==> config.mk <==
export PLATFORM = sky130hd
export DESIGN_NAME = vec_lane_sequencer_flat
export DESIGN_NICKNAME = d
export VERILOG_FILES = /design/src/rtl/vec_lane_sequencer_pkg.sv /design/src/rtl/vec_lane_sequencer_if.sv /design/src/rtl/vec_lane_sequencer_lane_buf.sv /design/src/rtl/vec_lane_sequencer.sv /design/src/flat_wrapper.sv
export SDC_FILE = /design/constraint.sdc
export NUM_CORES = 1
export LEC_CHECK = 0
export ABC_AREA = 1
export CORE_MARGIN = 2
export CORE_UTILIZATION = 42
export DETAILED_ROUTE_END_ITERATION = 6
export PLACE_DENSITY_LB_ADDON = 0.2
export SYNTH_ARGS = -nofsm -noshare
export SYNTH_HDL_FRONTEND = slang
export SYNTH_SLANG_ARGS = --single-unit
==> constraint.sdc <==
create_clock -name clk -period 1.3 [get_ports clk]
set_input_delay 0.26 -clock clk [delete_from_list [all_inputs] [get_ports clk]]
set_output_delay 0.26 -clock clk [all_outputs]
set_load 0.1 [all_outputs]
==> src/rtl/vec_lane_sequencer_pkg.sv <==
// Shared types and defaults for the vector lane sequencer.
// Exposes the FSM state enum, default sizing and the ALU op-code set.
package vlseq_pkg;

  localparam int LANES_DEF = 5;
  localparam int DW_DEF    = 32;
  localparam int IDX_W_DEF = 3;

  typedef enum logic [1:0] {
    IDLE = 2'd0,
    RUN  = 2'd1,
    WB   = 2'd2
  } state_e;

  localparam logic [2:0] OP_ADD = 3'd0;
  localparam logic [2:0] OP_SUB = 3'd1;
  localparam logic [2:0] OP_AND = 3'd2;
  localparam logic [2:0] OP_OR  = 3'd3;
  localparam logic [2:0] OP_XOR = 3'd4;
  localparam logic [2:0] OP_SLL = 3'd5;
  localparam logic [2:0] OP_SRL = 3'd6;
  localparam logic [2:0] OP_SLT = 3'd7;

endpackage

==> src/rtl/vec_lane_sequencer_if.sv <==
// Decoder/datapath bundle for the vector lane sequencer.
// master: decoder+datapath side; slave: the sequencer. lane_mask only with VLSEQ_MASK_EN.
interface vlseq_if #(
  parameter int LANES = vlseq_pkg::LANES_DEF,
  parameter int DW    = vlseq_pkg::DW_DEF,
  parameter int IDX_W = vlseq_pkg::IDX_W_DEF
);

  logic                  start;
  logic [2:0]            op_in;
  logic [3:0]            vd_in;
  logic                  flush;
  logic [DW-1:0]         alu_result;
`ifdef VLSEQ_MASK_EN
  logic [LANES-1:0]      lane_mask;
`endif
  logic [IDX_W-1:0]      lane_sel;
  logic [2:0]            alu_op;
  logic                  vec_we;
  logic [3:0]            vec_wa;
  logic [LANES*DW-1:0]   vec_wdata;
  logic                  busy;
  logic                  stall;
  logic                  done;

  modport master (
`ifdef VLSEQ_MASK_EN
    output lane_mask,
`endif
    output start, op_in, vd_in, flush, alu_result,
    input  lane_sel, alu_op, vec_we, vec_wa,
    input  vec_wdata, busy, stall, done
  );

  modport slave (
`ifdef VLSEQ_MASK_EN
    input  lane_mask,
`endif
    input  start, op_in, vd_in, flush, alu_result,
    output lane_sel, alu_op, vec_we, vec_wa,
    output vec_wdata, busy, stall, done
  );

endinterface

==> src/rtl/vec_lane_sequencer_lane_buf.sv <==
// Lane result buffer: LANES x DW registers, one indexed write port.
// Ports: clk, rst_n, we, idx, wdata in; rdata out (lane i at [i*DW +: DW]).
module vlseq_lane_buf #(
  parameter int LANES = 5,
  parameter int DW    = 32,
  parameter int IDX_W = 3
) (
  input  logic                clk,
  input  logic                rst_n,
  input  logic                we,
  input  logic [IDX_W-1:0]    idx,
  input  logic [DW-1:0]       wdata,
  output logic [LANES*DW-1:0] rdata
);

  logic [DW-1:0] mem [LANES];

  always_ff @(posedge clk or negedge rst_n) begin
    if (!rst_n) begin
      for (int i = 0; i < LANES; i++)
        mem[i] <= '0;
    end else if (we) begin
      for (int i = 0; i < LANES; i++)
        if (idx == IDX_W'(i))
          mem[i] <= wdata;
    end
  end

  always_comb begin
    rdata = '0;
    for (int i = 0; i < LANES; i++)
      rdata[i*DW +: DW] = mem[i];
  end

endmodule

==> src/rtl/vec_lane_sequencer.sv <==
// Runs one vector op lane by lane through the scalar ALU, then commits all lanes.
// Ports: clk, reset (async, active-low), bus (vlseq_if.slave). Option: VLSEQ_MASK_EN.
module vec_lane_sequencer
  import vlseq_pkg::*;
#(
  parameter int LANES = LANES_DEF,
  parameter int DW    = DW_DEF,
  parameter int IDX_W = IDX_W_DEF
) (
  input  logic   clk,
  input  logic   reset,
  vlseq_if.slave bus
);

  localparam logic [IDX_W-1:0] LAST = IDX_W'(LANES - 1);

  state_e             state;
  logic [IDX_W-1:0]   lane_sel;
  logic [2:0]         alu_op;
  logic [3:0]         vd;
  logic [LANES-1:0]   mask_q;
  logic [LANES*DW-1:0] buf_q;

  logic is_idle;
  logic is_run;
  logic is_wb;
  logic accept;
  logic buf_we;
  logic [DW-1:0] lane_d;

  assign is_idle = (state == IDLE);
  assign is_run  = (state == RUN);
  assign is_wb   = (state == WB);

  // flush beats start in IDLE
  assign accept  = is_idle & bus.start & ~bus.flush;
  assign buf_we  = is_run & ~bus.flush;
  assign lane_d  = mask_q[lane_sel] ? bus.alu_result : '0;

`ifdef VLSEQ_MASK_EN
  always_ff @(posedge clk or negedge reset) begin
    if (!reset)
      mask_q <= '0;
    else if (accept)
      mask_q <= bus.lane_mask;
  end
`else
  assign mask_q = '1;
`endif

  always_ff @(posedge clk or negedge reset) begin
    if (!reset) begin
      state    <= IDLE;
      lane_sel <= '0;
      alu_op   <= '0;
      vd       <= '0;
    end else begin
      unique case (1'b1)
        is_idle: begin
          if (accept) begin
            state    <= RUN;
            lane_sel <= '0;
            alu_op   <= bus.op_in;
            vd       <= bus.vd_in;
          end
        end
        is_run: begin
          if (bus.flush) begin
            state    <= IDLE;
            lane_sel <= '0;
          end else if (lane_sel == LAST) begin
            state    <= WB;
          end else begin
            lane_sel <= lane_sel + IDX_W'(1);
          end
        end
        is_wb: begin
          state    <= IDLE;
          lane_sel <= '0;
        end
        default: begin
          state    <= IDLE;
          lane_sel <= '0;
        end
      endcase
    end
  end

  vlseq_lane_buf #(
    .LANES (LANES),
    .DW    (DW),
    .IDX_W (IDX_W)
  ) u_buf (
    .clk   (clk),
    .rst_n (reset),
    .we    (buf_we),
    .idx   (lane_sel),
    .wdata (lane_d),
    .rdata (buf_q)
  );

  assign bus.lane_sel  = lane_sel;
  assign bus.alu_op    = alu_op;
  assign bus.vec_wa    = vd;
  assign bus.vec_wdata = buf_q;
  assign bus.busy      = ~is_idle;
  // PC may advance on the WB edge
  assign bus.stall     = (is_idle & bus.start) | is_run;
  assign bus.vec_we    = is_wb & ~bus.flush;
  assign bus.done      = is_wb & ~bus.flush;

endmodule

==> src/flat_wrapper.sv <==
// flat-port wrapper written by rule: the top's interface ports become plain ports
module vec_lane_sequencer_flat import vlseq_pkg::*;
#(
  parameter int LANES = LANES_DEF,
  parameter int DW    = DW_DEF,
  parameter int IDX_W = IDX_W_DEF
)
  (clk, reset, bus_start, bus_op_in, bus_vd_in, bus_flush, bus_alu_result, bus_lane_sel, bus_alu_op, bus_vec_we, bus_vec_wa, bus_vec_wdata, bus_busy, bus_stall, bus_done);
  vlseq_if #(.LANES(LANES), .DW(DW), .IDX_W(IDX_W)) bus_i ();
  input  logic clk;
  input  logic reset;
  input wire logic [$bits(bus_i.start)-1:0] bus_start;
  input wire logic [$bits(bus_i.op_in)-1:0] bus_op_in;
  input wire logic [$bits(bus_i.vd_in)-1:0] bus_vd_in;
  input wire logic [$bits(bus_i.flush)-1:0] bus_flush;
  input wire logic [$bits(bus_i.alu_result)-1:0] bus_alu_result;
  output wire logic [$bits(bus_i.lane_sel)-1:0] bus_lane_sel;
  output wire logic [$bits(bus_i.alu_op)-1:0] bus_alu_op;
  output wire logic [$bits(bus_i.vec_we)-1:0] bus_vec_we;
  output wire logic [$bits(bus_i.vec_wa)-1:0] bus_vec_wa;
  output wire logic [$bits(bus_i.vec_wdata)-1:0] bus_vec_wdata;
  output wire logic [$bits(bus_i.busy)-1:0] bus_busy;
  output wire logic [$bits(bus_i.stall)-1:0] bus_stall;
  output wire logic [$bits(bus_i.done)-1:0] bus_done;
  assign bus_i.start = bus_start;
  assign bus_i.op_in = bus_op_in;
  assign bus_i.vd_in = bus_vd_in;
  assign bus_i.flush = bus_flush;
  assign bus_i.alu_result = bus_alu_result;
  assign bus_lane_sel = bus_i.lane_sel;
  assign bus_alu_op = bus_i.alu_op;
  assign bus_vec_we = bus_i.vec_we;
  assign bus_vec_wa = bus_i.vec_wa;
  assign bus_vec_wdata = bus_i.vec_wdata;
  assign bus_busy = bus_i.busy;
  assign bus_stall = bus_i.stall;
  assign bus_done = bus_i.done;
  vec_lane_sequencer #(.LANES(LANES), .DW(DW), .IDX_W(IDX_W)) u_core (.clk(clk), .reset(reset), .bus(bus_i));
endmodule
==> results of run 1 <==
-- per-stage QoR --
stage                     instances  area, sq um
after floorplan                 772         7120
after global placement         1208        11500
after detailed placement       1208        11500
after CTS                      1339        14300
-- synth_stat cells --
cell	instances	share of area (%)
inv_1	18	0.99
ha_1	5	0.92
nand2_1	405	22
nor3_1	1	0.073
nor3_2	1	0.15
a21oi_1	1	0.073
dfrtp_1	172	63
nor2_1	10	0.55
inv_2	3	0.17
buf_2	20	1.5
o21ai_0	8	0.59
nand2_2	5	0.46
clkbuf_1	15	0.83
nand3_1	100	7.3
buf_4	8	0.88
-- timing repair --
action | CTS
hold endpoints to repair | 26
endpoints found under the setup margin | 228
buffers inserted | 69
hold buffers | 1
cloned | 30
gates resized for setup | 285
pin swaps | 140
-- kinds of logic after synthesis --
logic type | share of synthesized area [%]
buffers and inverters | 4.34
adders and majority gates | 0.918
AOI/OAI and AO/OA | 0.661
and+or+nand+nor | 30.9
DFF | 63.2
==> metrics.csv, run 1 <==
stage,metric,value,unit
outcome,stop_stage,5_1_grt,
sta,worst_path_end_type,sequential cell input,
synth,seq_area_frac_synth,63.2,%
placement,port_buffers,216,
floorplanning,die_h,131,microns
synth,netlist_area,6810,sq um
clock_tree,clockBufferDepth,2,
synth,synth_cell_types,15,
synth,syn_nets,820,
placement,dpl.hpwl,15.2,mm
outcome,outcome,stopped before the end,
sta,grt-worst-endpoint,u_core.u_buf.rdata[157]$_DFFE_PN0P_/D,
clock_tree,h-tree-depth,4,
synth,yosysWarnings,0,
clock_tree,clockRootBuffer,clkbuf_16,
global_route,grt_start_max_net_pins,38,
outcome,toolErrorMsg,"[ERROR DPL-0038] Utilization greater than 100%, impossible to legalize",
synth,synthCells,772,
placement,gp_congestion,0.800,
placement,place_ws,-418,ps
floorplanning,die_w,131,microns
floorplanning,boundaryPins,217,
clock_tree,cts_made_buffers,17,
floorplanning,start_util,42.9,%
synth,synth_seq_cells,172,
synth,avgSynthCellArea,8.82,sq um
clock_tree,clock_sinks,172,
floorplanning,rows,46,
==> inputs of run 2 (changes only) <==
- CORE_UTILIZATION: 42 -> 40
- PLACE_DENSITY_LB_ADDON: 0.2 -> 0.15
- clock period: 1.3 -> 1.7 ns (I/O delays scaled with it)
==> metrics.csv, run 2 <==
stage,metric,value,unit
placement,port_buffers,216,
hold_path,hp-class,in2async,
clock_tree,clockBufferDepth,2,
sta,clock_skew,5.66,ps
detailed_routing,wl,21.9,mm
critical_path,startpoint,u_core.state[1],
placement,place_inst,1198,
floorplanning,coreArea,16600,sq um
final_layout,mostFrequentLayoutCells,"nand2_1 (405), buf_12 (190), dfrtp_1 (168), nand3_1 (100), clkdlybuf4s50_1 (40)",
final_layout,seqCellArea,4310,sq um
critical_path,cp-start-kind,flop,
global_route,track_usage,25.0,%
critical_path,crit_buf_inv,2,
detailed_routing,vias,6094,
sta,max-slew-margin-rel,76.0,%
synth,yosys.area_share.adder,0.918,%
clock_tree,h-tree-depth,4,
final_layout,n_fill_cell,1146,
sta,drv_slew,0,
sta,fmax,588,MHz
critical_path,required,1360,ps
detailed_routing,drc,0,
floorplanning,start_util,40.9,%
power_and_ir_drop,power_switching_share,46.1,%
clock_tree,clockRootBuffer,clkbuf_16,
synth,synth.top_cell.area_share,63.2,%
critical_path,crit_chain,"inv_2, nor3_4, buf_12",
synth,netlist_area,6810,sq um
job,maxCapViolations,0,
synth,yosysWarnings,0,
sta,post-route-period-util,100,%
synth,synth_edf_count,0,
detailed_routing,ant_nets,0,
power_and_ir_drop,p_leak,6.11,nW
power_and_ir_drop,p_sw,9.52,mW
synth,synthTopCellsByArea,"dfrtp_1 (63%), nand2_1 (22%), nand3_1 (7.3%)",
critical_path,cpMaxStageDelayCell,dfrtp_2,
detailed_routing,drt-vias-per-instance,4.92,
final_layout,fin_nets,1054,
global_route,grt_start_max_net_pins,49,
final_layout,largest_register_ff_count,160,
synth,synth_mux_area_share,0,%
synth,synth_seq_cells,172,
synth,synth-xor-area-share,0,%
global_route,grt_antenna_before_repair,0,
clock_tree,cts_made_buffers,17,
final_layout,fin_cells,1239,
floorplanning,boundaryPins,217,
sta,fin_ws,-2.11,ps
sta,min_period,1700,ps
floorplanning,dieArea,18100,sq um
detailed_routing,drt-wirelength-per-cell,17.7,microns
final_layout,antenna_cells,0,
critical_path,worstReg2RegStart,u_core.bus.lane_sel[0],
sta,setup_viol,2,
synth,synthSimpleGateAreaFrac,30.9,%
outcome,failed_checks,setup timing,
final_layout,fin_util,72.5,%
power_and_ir_drop,power_frac_comb,50.9,%
critical_path,path_class,reg2out,
global_route,globalRouteOverflowTotal,0,
synth,synth_top_family_by_area,simple AND/OR/NAND/NOR gates,
synth,ys_async_sr_fraction,100,%
synth,synthCells,772,
synth,synth_top_area_cell,dfrtp_1,
power_and_ir_drop,powerDensity,1710,nW/um^2
clock_tree,clk_latency,430,ps
synth,avgSynthCellArea,8.82,sq um
synth,synth_compound_gate_area_share,0.661,%
critical_path,cp_max_fo,3,
clock_tree,clock_sinks,172,
floorplanning,die_h,134,microns
placement,gp_congestion,0.783,
sta,hold_slack,341,ps
outcome,outcome,"finished, violations left",
global_route,grt_pass1_wl,34.3,mm
sta,fin_setup_tns,-4.18,ps
final_layout,final_common_cell,nand2_1,
synth,synth_cell_types,15,
critical_path,crit_path_end_kind,output pin,
synth,synth_top_cells_by_count,"nand2_1 (405), dfrtp_1 (172), nand3_1 (100)",
power_and_ir_drop,ir_worst_vdd,1050,uV
power_and_ir_drop,power,20.6,mW
sta,rsz0062_at_grt,yes,
detailed_routing,drt-initial-drc-count,475,
synth,syn_nets,820,
synth,post-synth-top-count-cell,nand2_1,
sta,finalHoldViolCount,0,
sta,worstMarginPinSlew,359,ps
clock_tree,tritoncts,yes,
synth,synth_ff_type,dfrtp_1,
final_layout,multiInputGateArea,2280,sq um
synth,seq_area_frac_synth,63.2,%
power_and_ir_drop,pwr-share-seq,27.8,%
critical_path,cp_slowest_stage_delay,380,ps
floorplanning,rows,47,
floorplanning,die_w,134,microns
power_and_ir_drop,internal_power,11.1,mW
detailed_routing,dr.pass1.iters,4,
clock_tree,path_clk_slew,60,ps
power_and_ir_drop,power_frac_clock,21.3,%
global_route,first_global_vias,6137,
critical_path,cp_top_family,flip-flops,
critical_path,arrival,1360,ps
final_layout,area_growth,77.1,%
placement,dpl.hpwl,14.9,mm
final_layout,drive_gt1_share,26.3,%
run 2: cell counts after synthesis:
Identical to the previous run, type by type.
run 2: final timing paths:
| path | to | slack, ps | cells after the start |
|---|---|---|---|
| min in group clk | u_core.bus.vec_wa[3] | 470 | 3 |
| max reg2reg | u_core.u_buf.rdata[132] | 70 | 9 |
| max in group asynchronous | u_core.u_buf.rdata[133] | 780 | 3 |
| min | u_core.u_buf.rdata[45] | 340 | 2 |
| max | bus_vec_we | -2 | 3 |
| min reg2reg | u_core.u_buf.rdata[66] | 530 | 2 |
run 2: layout make-up:
cell class                 count  share of cell area (%)
multi-input combinational    536                    18.9
tap                          220                    2.28
clock inverter                11                    1.78
clock buffer                  21                    3.73
inverter                      21                   0.695
timing repair buffer         258                    36.8
sequential                   172                    35.8
run 2: repair_timing:
action | 4_1_cts | 5_1_grt
pin swaps | 2 | 2
buffers inserted | 2 | 5
gates resized for setup | 4 | 6
cloned | 0 | 1
hold endpoints to repair | 21 | 0
hold buffers | 1 | 0
setup endpoints to repair | 34 | 72
run 2: per-layer routing:
| layer | GRT usage (%) | wire, microns | vias to the layer above |
|---|---|---|---|
| met4 | 8.48 | 404 | 0 |
| li1 | - | - | 2866 |
| met2 | 40.1 | 10700 | 239 |
| met5 | 0 | 0 | - |
| met3 | 8.45 | 1860 | 34 |
| met1 | 32.0 | 9010 | 2955 |
run 2: cells by family (layout without fill, tap and decap cells):
family                     after synthesis  in the layout
AOI/OAI and AO/OA                        9              9
adders and majority gates                5              5
buffers and inverters                   64            311
DFF                                    172            172
and+or+nand+nor                        522            522
run 2: power by group through the flow:
| stage | registers, mW | logic [mW] | clock network [mW] |
|---|---|---|---|
| 6_report | 5.73 | 10.5 | 4.39 |
| 5_1_grt | 5.82 | 10.8 | 4.60 |
| 4_1_cts | 5.75 | 10.5 | 4.43 |
| 3_5_place_dp | 5.81 | 10.5 | 0 |
| 3_3_place_gp | 5.78 | 10.5 | 0 |
| 2_1_floorplan | 11.0 | 0.808 | 0 |
run 2: stage by stage:
stage | area [sq um] | worst slack (ps)
2_1_floorplan | 6870 | -193
3_3_place_gp | 11300 | -100
3_5_place_dp | 11300 | -135
4_1_cts | 12000 | -39.2
5_1_grt | 12100 | -52.6
6_report | 12100 | -2.11
No activity file was read; power rests on OpenSTA's default activity.
==> inputs of run 3 (changes only) <==
- CORE_UTILIZATION: 40 -> 45
==> metrics.csv, run 3 (synthesis gave the netlist of run 2 again) <==
stage,metric,value,unit
outcome,outcome,"finished, violations left",
outcome,failed_checks,setup timing,
final_layout,area_growth,77.0,%
floorplanning,start_util,46.5,%
final_layout,final_common_cell,nand2_1,
power_and_ir_drop,powerDensity,1700,nW/um^2
global_route,globalRouteOverflowTotal,0,
detailed_routing,vias,6315,
critical_path,path_class,reg2out,
detailed_routing,drt-vias-per-instance,5.25,
final_layout,n_fill_cell,770,
sta,finalHoldViolCount,0,
detailed_routing,dr.pass1.iters,5,
clock_tree,clk_latency,430,ps
sta,clock_skew,6.28,ps
placement,port_buffers,216,
clock_tree,path_clk_slew,70,ps
clock_tree,clockBufferDepth,2,
final_layout,fin_util,82.3,%
final_layout,fin_nets,1054,
floorplanning,rows,44,
final_layout,largest_register_ff_count,160,
clock_tree,tritoncts,yes,
critical_path,required,1360,ps
global_route,first_global_vias,6536,
floorplanning,die_w,127,microns
global_route,grt_antenna_before_repair,0,
floorplanning,boundaryPins,217,
sta,setup_viol,2,
floorplanning,die_h,127,microns
job,maxCapViolations,0,
final_layout,antenna_cells,0,
placement,gp_congestion,0.825,
sta,fmax,573,MHz
floorplanning,dieArea,16100,sq um
sta,max-slew-margin-rel,74.7,%
final_layout,mostFrequentLayoutCells,"nand2_1 (404), buf_12 (189), dfrtp_1 (167), nand3_1 (100), clkdlybuf4s50_1 (40)",
hold_path,hp-class,in2async,
detailed_routing,ant_nets,0,
sta,post-route-period-util,103,%
floorplanning,coreArea,14600,sq um
sta,rsz0062_at_grt,yes,
final_layout,drive_gt1_share,27.0,%
sta,drv_slew,0,
final_layout,seqCellArea,4320,sq um
critical_path,cp_slowest_stage_delay,440,ps
critical_path,crit_chain,"nor3_4, buf_12",
detailed_routing,drt-initial-drc-count,607,
clock_tree,h-tree-depth,4,
critical_path,arrival,1400,ps
clock_tree,cts_made_buffers,17,
power_and_ir_drop,power,20.5,mW
global_route,track_usage,28.6,%
sta,fin_ws,-44.4,ps
detailed_routing,wl,22.4,mm
placement,dpl.hpwl,14.7,mm
final_layout,multiInputGateArea,2310,sq um
placement,place_area,11200,sq um
critical_path,cpMaxStageDelayCell,dfrtp_2,
critical_path,cp-start-kind,flop,
sta,hold_slack,376,ps
detailed_routing,drt-wirelength-per-cell,18.6,microns
critical_path,crit_path_end_kind,output pin,
global_route,grt_start_max_net_pins,49,
detailed_routing,drc,0,
power_and_ir_drop,ir_worst_vdd,881,uV
sta,min_period,1740,ps
sta,worstMarginPinSlew,380,ps
power_and_ir_drop,p_leak,6.08,nW
clock_tree,clockRootBuffer,clkbuf_16,
final_layout,final_cell_area,12100,sq um
global_route,grt_pass1_wl,35.5,mm
clock_tree,clock_sinks,172,
critical_path,cp_max_fo,4,
[run 3: cell types whose count changed in the layout (fill, tap and decap cells not counted), sizes merged]
cell,previous run,this run
inv,22,23
dlygate4sd2,1,0
buf,215,214
bufinv,6,4
clkinv,3,1
dlymetal6s2s,0,1
clkinvlp,1,5
[run 3: layout make-up]
cell class,instances,area share (%)
sequential,172,35.8
timing repair buffer,258,37.1
clock inverter,12,1.55
inverter,21,0.716
tap,184,1.91
multi-input combinational,536,19.2
clock buffer,20,3.79
[run 3: power by group]
group | leakage, nW | internal (mW) | switching, mW
sequential | 2.26 | 4.87 | 0.872
combinational | 3.52 | 3.48 | 7.09
clock | 0.297 | 2.55 | 1.66
[run 3: stage by stage]
stage | setup WS, ps | instances | TNS [ps]
3_5_place_dp | -268 | 1163 | -18640
4_1_cts | -75.1 | 1199 | -152
3_3_place_gp | -156 | 1163 | -8630
2_1_floorplan | -193 | 772 | -193
6_report | -44.4 | 1203 | -88.3
5_1_grt | -79.4 | 1203 | -240
[run 3: repair_timing]
action / 4_1_cts / 5_1_grt
endpoints found under the hold margin: 30 / 0
pin swaps: 2 / 6
buffers inserted: 3 / 2
gates resized for setup: 9 / 16
endpoints found under the setup margin: 71 / 69
hold buffers: 1 / 0
cloned: 0 / 2
[run 3: path summary, 6_finish.rpt]
check / from / to / slack (ps) / cells past startpoint
max in group asynchronous: reset / u_core.u_buf.rdata[45] / 710 / 3
min reg2reg: u_core.u_buf.rdata[61] / u_core.u_buf.rdata[61] / 530 / 2
min: reset / u_core.u_buf.rdata[14] / 380 / 2
max: u_core.state[0] / bus_vec_we / -40 / 2
max reg2reg: u_core.bus.lane_sel[0] / u_core.u_buf.rdata[156] / 40 / 9
min in group clk: bus_vd_in[3] / u_core.bus.vec_wa[3] / 460 / 3
[run 3: routing by layer]
metal | vias to the layer above | track usage [%] | share of wire (%)
met5 | - | 0 | 0
met4 | 0 | 10.4 | 2.6
met3 | 48 | 7.75 | 7.9
met2 | 295 | 46.6 | 50
met1 | 3096 | 37.1 | 40
li1 | 2876 | - | -
[run 3: worst max-delay path, delay by kind of cell, from the launching register on]
family | cells | cell delay [ps]
DFF | 1 | 440
and+or+nand+nor | 1 | 310
buffers and inverters | 1 | 220
